==> config.mk <==
export PLATFORM = sky130hd
export DESIGN_NAME = mem_arbiter
export DESIGN_NICKNAME = d
export VERILOG_FILES = /design/src/rtl/mem_arbiter.sv
export SDC_FILE = /design/constraint.sdc
export NUM_CORES = 1
export LEC_CHECK = 0
export CAP_MARGIN = 20
export CORE_AREA = 2 2 358 360
export DETAILED_ROUTE_END_ITERATION = 7
export DIE_AREA = 0 0 360 362
export GPL_TIMING_DRIVEN = 0
export PLACE_DENSITY_LB_ADDON = 0.08
export SLEW_MARGIN = 30
export SYNTH_ARGS = -nofsm -noshare
export SYNTH_HDL_FRONTEND = slang
export SYNTH_SLANG_ARGS = --single-unit
==> constraint.sdc <==
create_clock -name clk -period 3.5 [get_ports clk]
set_input_delay 0.7 -clock clk [delete_from_list [all_inputs] [get_ports clk]]
set_output_delay 0.7 -clock clk [all_outputs]
set_load 0.02 [all_outputs]
==> src/rtl/mem_arbiter.sv <==
// Two-client line-transfer arbiter: picks one of two cache clients per line, forwards the request,
// then streams BEATS write beats to memory or BEATS read beats back to the owning client.
module mem_arbiter #(
    parameter int MEM_DATA_BITS = 128,
    parameter int MEM_ADDR_BITS = 28,
    parameter int BEATS         = 4
) (
    input  logic                       clk,
    input  logic                       reset,

    input  logic                       c0_req_val,
    output logic                       c0_req_rdy,
    input  logic [MEM_ADDR_BITS-1:0]   c0_req_addr,
    input  logic                       c0_req_rw,
    input  logic                       c0_req_data_valid,
    output logic                       c0_req_data_ready,
    input  logic [MEM_DATA_BITS-1:0]   c0_req_data_bits,
    input  logic [MEM_DATA_BITS/8-1:0] c0_req_data_mask,
    output logic                       c0_resp_val,
    output logic [MEM_DATA_BITS-1:0]   c0_resp_data,

    input  logic                       c1_req_val,
    output logic                       c1_req_rdy,
    input  logic [MEM_ADDR_BITS-1:0]   c1_req_addr,
    input  logic                       c1_req_rw,
    input  logic                       c1_req_data_valid,
    output logic                       c1_req_data_ready,
    input  logic [MEM_DATA_BITS-1:0]   c1_req_data_bits,
    input  logic [MEM_DATA_BITS/8-1:0] c1_req_data_mask,
    output logic                       c1_resp_val,
    output logic [MEM_DATA_BITS-1:0]   c1_resp_data,

    output logic                       mem_req_val,
    input  logic                       mem_req_rdy,
    output logic [MEM_ADDR_BITS-1:0]   mem_req_addr,
    output logic                       mem_req_rw,
    output logic                       mem_req_data_valid,
    input  logic                       mem_req_data_ready,
    output logic [MEM_DATA_BITS-1:0]   mem_req_data_bits,
    output logic [MEM_DATA_BITS/8-1:0] mem_req_data_mask,
    input  logic                       mem_resp_val,
    input  logic [MEM_DATA_BITS-1:0]   mem_resp_data,

    output logic                       protocol_err
);

    localparam int CNT_W = (BEATS > 1) ? $clog2(BEATS) : 1;
    localparam logic [CNT_W-1:0] LAST_BEAT = CNT_W'(BEATS - 1);

    typedef enum logic [1:0] {
        ST_IDLE  = 2'd0,
        ST_WRITE = 2'd1,
        ST_READ  = 2'd2
    } state_t;

    state_t           r_state, w_state_nxt;
    logic [CNT_W-1:0] r_cnt, w_cnt_nxt;
    logic             r_owner, w_owner_nxt;
    logic             r_ptr, w_ptr_nxt;
    logic             r_err;

    logic w_idle, w_write, w_read;
    logic w_any_req, w_gnt1, w_req_hs, w_wbeat, w_rbeat, w_last;

    assign w_idle  = (r_state == ST_IDLE);
    assign w_write = (r_state == ST_WRITE);
    assign w_read  = (r_state == ST_READ);

    // c1 wins when it is the only requester, or when both request and the pointer names it
    assign w_any_req = c0_req_val | c1_req_val;
    assign w_gnt1    = c1_req_val & (~c0_req_val | r_ptr);

    // Handshake outputs are gated with reset so nothing is offered while it is asserted
    assign mem_req_val  = reset & w_idle & w_any_req;
    assign mem_req_addr = w_gnt1 ? c1_req_addr : c0_req_addr;
    assign mem_req_rw   = w_gnt1 ? c1_req_rw   : c0_req_rw;
    assign c0_req_rdy   = mem_req_val & ~w_gnt1 & mem_req_rdy;
    assign c1_req_rdy   = mem_req_val &  w_gnt1 & mem_req_rdy;
    assign w_req_hs     = mem_req_val & mem_req_rdy;

    assign mem_req_data_valid = reset & w_write & (r_owner ? c1_req_data_valid : c0_req_data_valid);
    assign mem_req_data_bits  = r_owner ? c1_req_data_bits : c0_req_data_bits;
    assign mem_req_data_mask  = r_owner ? c1_req_data_mask : c0_req_data_mask;
    assign c0_req_data_ready  = reset & w_write & ~r_owner & mem_req_data_ready;
    assign c1_req_data_ready  = reset & w_write &  r_owner & mem_req_data_ready;
    assign w_wbeat            = mem_req_data_valid & mem_req_data_ready;

    assign c0_resp_val  = reset & w_read & ~r_owner & mem_resp_val;
    assign c1_resp_val  = reset & w_read &  r_owner & mem_resp_val;
    assign c0_resp_data = mem_resp_data;
    assign c1_resp_data = mem_resp_data;
    assign w_rbeat      = w_read & mem_resp_val;

    assign w_last       = (r_cnt == LAST_BEAT);
    assign protocol_err = r_err;

    always_comb begin
        w_state_nxt = r_state;
        w_cnt_nxt   = r_cnt;
        w_owner_nxt = r_owner;
        w_ptr_nxt   = r_ptr;
        case (r_state)
            ST_IDLE: begin
                if (w_req_hs) begin
                    w_owner_nxt = w_gnt1;
                    w_cnt_nxt   = '0;
                    w_state_nxt = mem_req_rw ? ST_WRITE : ST_READ;
                end
            end
            ST_WRITE, ST_READ: begin
                if ((w_write && w_wbeat) || (w_read && w_rbeat)) begin
                    if (w_last) begin
                        w_state_nxt = ST_IDLE;
                        w_cnt_nxt   = '0;
                        w_ptr_nxt   = ~r_owner;
                    end else begin
                        w_cnt_nxt = r_cnt + CNT_W'(1);
                    end
                end
            end
            default: begin
                w_state_nxt = ST_IDLE;
                w_cnt_nxt   = '0;
            end
        endcase
    end

    always_ff @(posedge clk or negedge reset) begin
        if (!reset) begin
            r_state <= ST_IDLE;
            r_cnt   <= '0;
            r_owner <= 1'b0;
            r_ptr   <= 1'b0;
            r_err   <= 1'b0;
        end else begin
            r_state <= w_state_nxt;
            r_cnt   <= w_cnt_nxt;
            r_owner <= w_owner_nxt;
            r_ptr   <= w_ptr_nxt;
            if (mem_resp_val && !w_read)
                r_err <= 1'b1;
        end
    end

endmodule

==> flow_metrics.tcl <==
set metrics [dict create \
    status "complete, no violations" \
    fin_cells 2969 \
    max_freq_ghz 0.297 \
    timing.slew.headroom 0.588 \
    synth.area.top_cells "mux2_2, buf_4, dfrtp_1, buf_2, ha_1" \
    grt-ovfl-total 0 \
    finalSetupTns_ps 0 \
    dp.cells 2961 \
    async_flop_share 1.00 \
    io_buffers 792 \
    rows 131 \
    hold_class "reg -> reg" \
    yosysTopAreaCell "mux2_2" \
    postCtsHoldBufs 0 \
    tightest_slew_ps 607 \
    yosys.area.top_type_share 0.432 \
    antenna_found_initial 3 \
    timing.final.ws_setup_ps 130 \
    drt_pre_antenna_iters 4 \
    drive_gt1_frac 0.351 \
    synth_edf_count 0 \
    viasPerCell 2.16 \
    cp_top_family "buffers and inverters" \
    cp_slowest_cell "clkdlybuf4s50_1" \
    rsz0062_at_grt "false" \
    synth_commonest_cells "buf_4, mux2_2, buf_2" \
    cts_tree "done" \
    die_h_um 362 \
    end_kind "output port" \
    yosysMostFrequentCell "buf_4" \
    crit_top_cell "clkdlybuf4s50_1" \
    power_density_mw_per_mm2 346 \
    critPathRequiredTime_ps 2800 \
    clkSlewWorstSetupHoldPaths_ps 40 \
    synth_fp_nets 994 \
    synth_cell_types 30 \
    dr_total_vias 6410 \
    grt_pass1_vias 6765 \
    critPathLaunchType "input pin" \
    critPathBufInv 4 \
    clock-sinks 7 \
    arrival_ps 2670 \
    globalRouteTotalUtil 0.0678 \
    max-cap-violations 0 \
    cp_max_fo 10 \
    postRouteAntennaNets 0 \
    worstSkewPairLatency_ps 240 \
    path_class "in -> out" \
    clock_skew_ps 2.10 \
    synthCells 507 \
    gp_congestion 0.741 \
    area_growth_pct 226 \
    drt_iter0_markers 78 \
    synth.cell_area_mm2 0.00449 \
    pin_count 921 \
    die_area_mm2 0.130 \
    crit_chain "clkdlybuf4s50_1 -> inv_1 -> o21ai_2 -> buf_4 -> mux2_2 -> clkdlybuf4s50_1" \
    initial_utilization 0.0354 \
    slowest_delay_ps 550 \
    coreArea_mm2 0.127 \
    hold_viol 0 \
    post_drt_wl_per_cell_um 16.2 \
    root_buffer "clkbuf_16" \
    p_leak_nw 5.36 \
    clk_path_buf_depth 2 \
    setup_viol_count_final 0 \
    numCtsBuffers 3 \
    drt_wl_total_um 48000 \
    post-route-drc-count 0 \
    fin_nets 1791 \
    grt_max_degree 14 \
    final_core_util 0.115 \
    cts_setup_buffers 0 \
    period_share 0.963 \
    ys.flop_type "dfrtp_1" \
    max-vdd-ir-drop_mv 0.120 \
    ys_seq_area_frac 0.0390 \
    htreeDepth 1 \
    maxSlewViolCount 0 \
    hpwlAfterDp_um 45300 \
    die_x_um 360 \
    p_total_mw 5.05 \
    ys_ff_latch 7 \
    period_minus_slack_ps 3370 \
    syn_avg_cell_area_um2 8.85 \
    yosys_warnings 0 \
    place_worst_setup_slack_ps -121 \
    grt_pass1_wl_um 61100 \
]
-- layout make-up --
type | instances | area [um^2]
timing repair buffer | 792 | 7930
multi-input combinational | 217 | 2270
antenna | 4 | 10.0
tap | 1662 | 2080
inverter | 7 | 26.3
fill | 14600 | 112000
buffer | 276 | 2050
clock buffer | 4 | 78.8
sequential | 7 | 175
-- per-stage QoR --
stage                     hold slack (ps)  area, um^2
after floorplan                       404        4490
after global placement                449       14500
after detailed placement              457       14500
after CTS                             463       14600
after global routing                  471       14600
final                                 458       14600
-- final timing paths --
check	slack, ps	from	cells after the start	end
setup / recovery	130	c0_req_val	6	mem_req_addr[14]
hold / removal	460	protocol_err	1	protocol_err
setup reg to reg	1490	r_owner	5	r_state[0]
hold reg to reg	460	protocol_err	1	protocol_err
max in group asynchronous	2540	reset	1	r_cnt[0]
min in group asynchronous	550	reset	1	protocol_err
-- flip-flops by register name, summed over array words and instances (netlist names) --
name	count
protocol_err	1
r_cnt	2
r_owner	1
r_ptr	1
r_state	2
-- worst register-to-register path: cells and delay by family, from the launching register on --
family | cells | cell delay (ps)
AOI/OAI and AO/OA | 1 | 160
buffers and inverters | 1 | 210
DFF | 1 | 460
muxes | 2 | 890
and+or+nand+nor | 1 | 170
-- routing by layer --
layer  global-route usage  part of all wire  up-vias
met5                    0           0.00029        -
met4              0.00494            0.0023        2
met3               0.0281             0.098        9
met2                0.134              0.55      424
met1               0.0678              0.35     2924
li1                     -                 -     3051
-- timing repair --
action,4_1_cts,5_1_grt
endpoints found under the setup margin,40,29
hold endpoints to repair,0,0
pin swaps,0,0
gates resized for setup,8,5
-- where the power goes --
group          internal [mW]  switching (mW)  total [mW]
Sequential             0.104          0.0249       0.129
Clock                  0.152          0.0492       0.201
Combinational           2.45            2.27        4.72
-- cells by family (layout without fill, tap and decap cells) --
group                      after synthesis  after routing  synth area share
muxes                                  176            176             0.442
adders and majority gates                4              4            0.0112
DFF                                      7              7            0.0390
and+or+nand+nor                         26             26            0.0296
buffers and inverters                  283           1079             0.457
AOI/OAI and AO/OA                       11             11            0.0215
other                                    0              4                 0
-- placed cells by master (no fill, tap or decap), drive strengths merged --
master	Yosys	final
a21o	2	2
a21oi	1	1
a221o	1	1
a31oi	1	1
and3	1	1
buf	276	276
clkbuf	0	4
clkdlybuf4s15	0	1
clkdlybuf4s50	0	790
dfrtp	7	7
diode	0	4
dlygate4sd2	0	1
ha	4	4
inv	7	7
mux2	174	174
mux2i	2	2
nand2	6	6
nand2b	1	1
nand3	4	4
nand3b	1	1
nand4	1	1
nand4b	1	1
nor2	7	7
nor2b	2	2
nor3	1	1
o211ai	3	3
o21ai	3	3
or2	1	1
No activity file was read; power rests on OpenSTA's default activity.
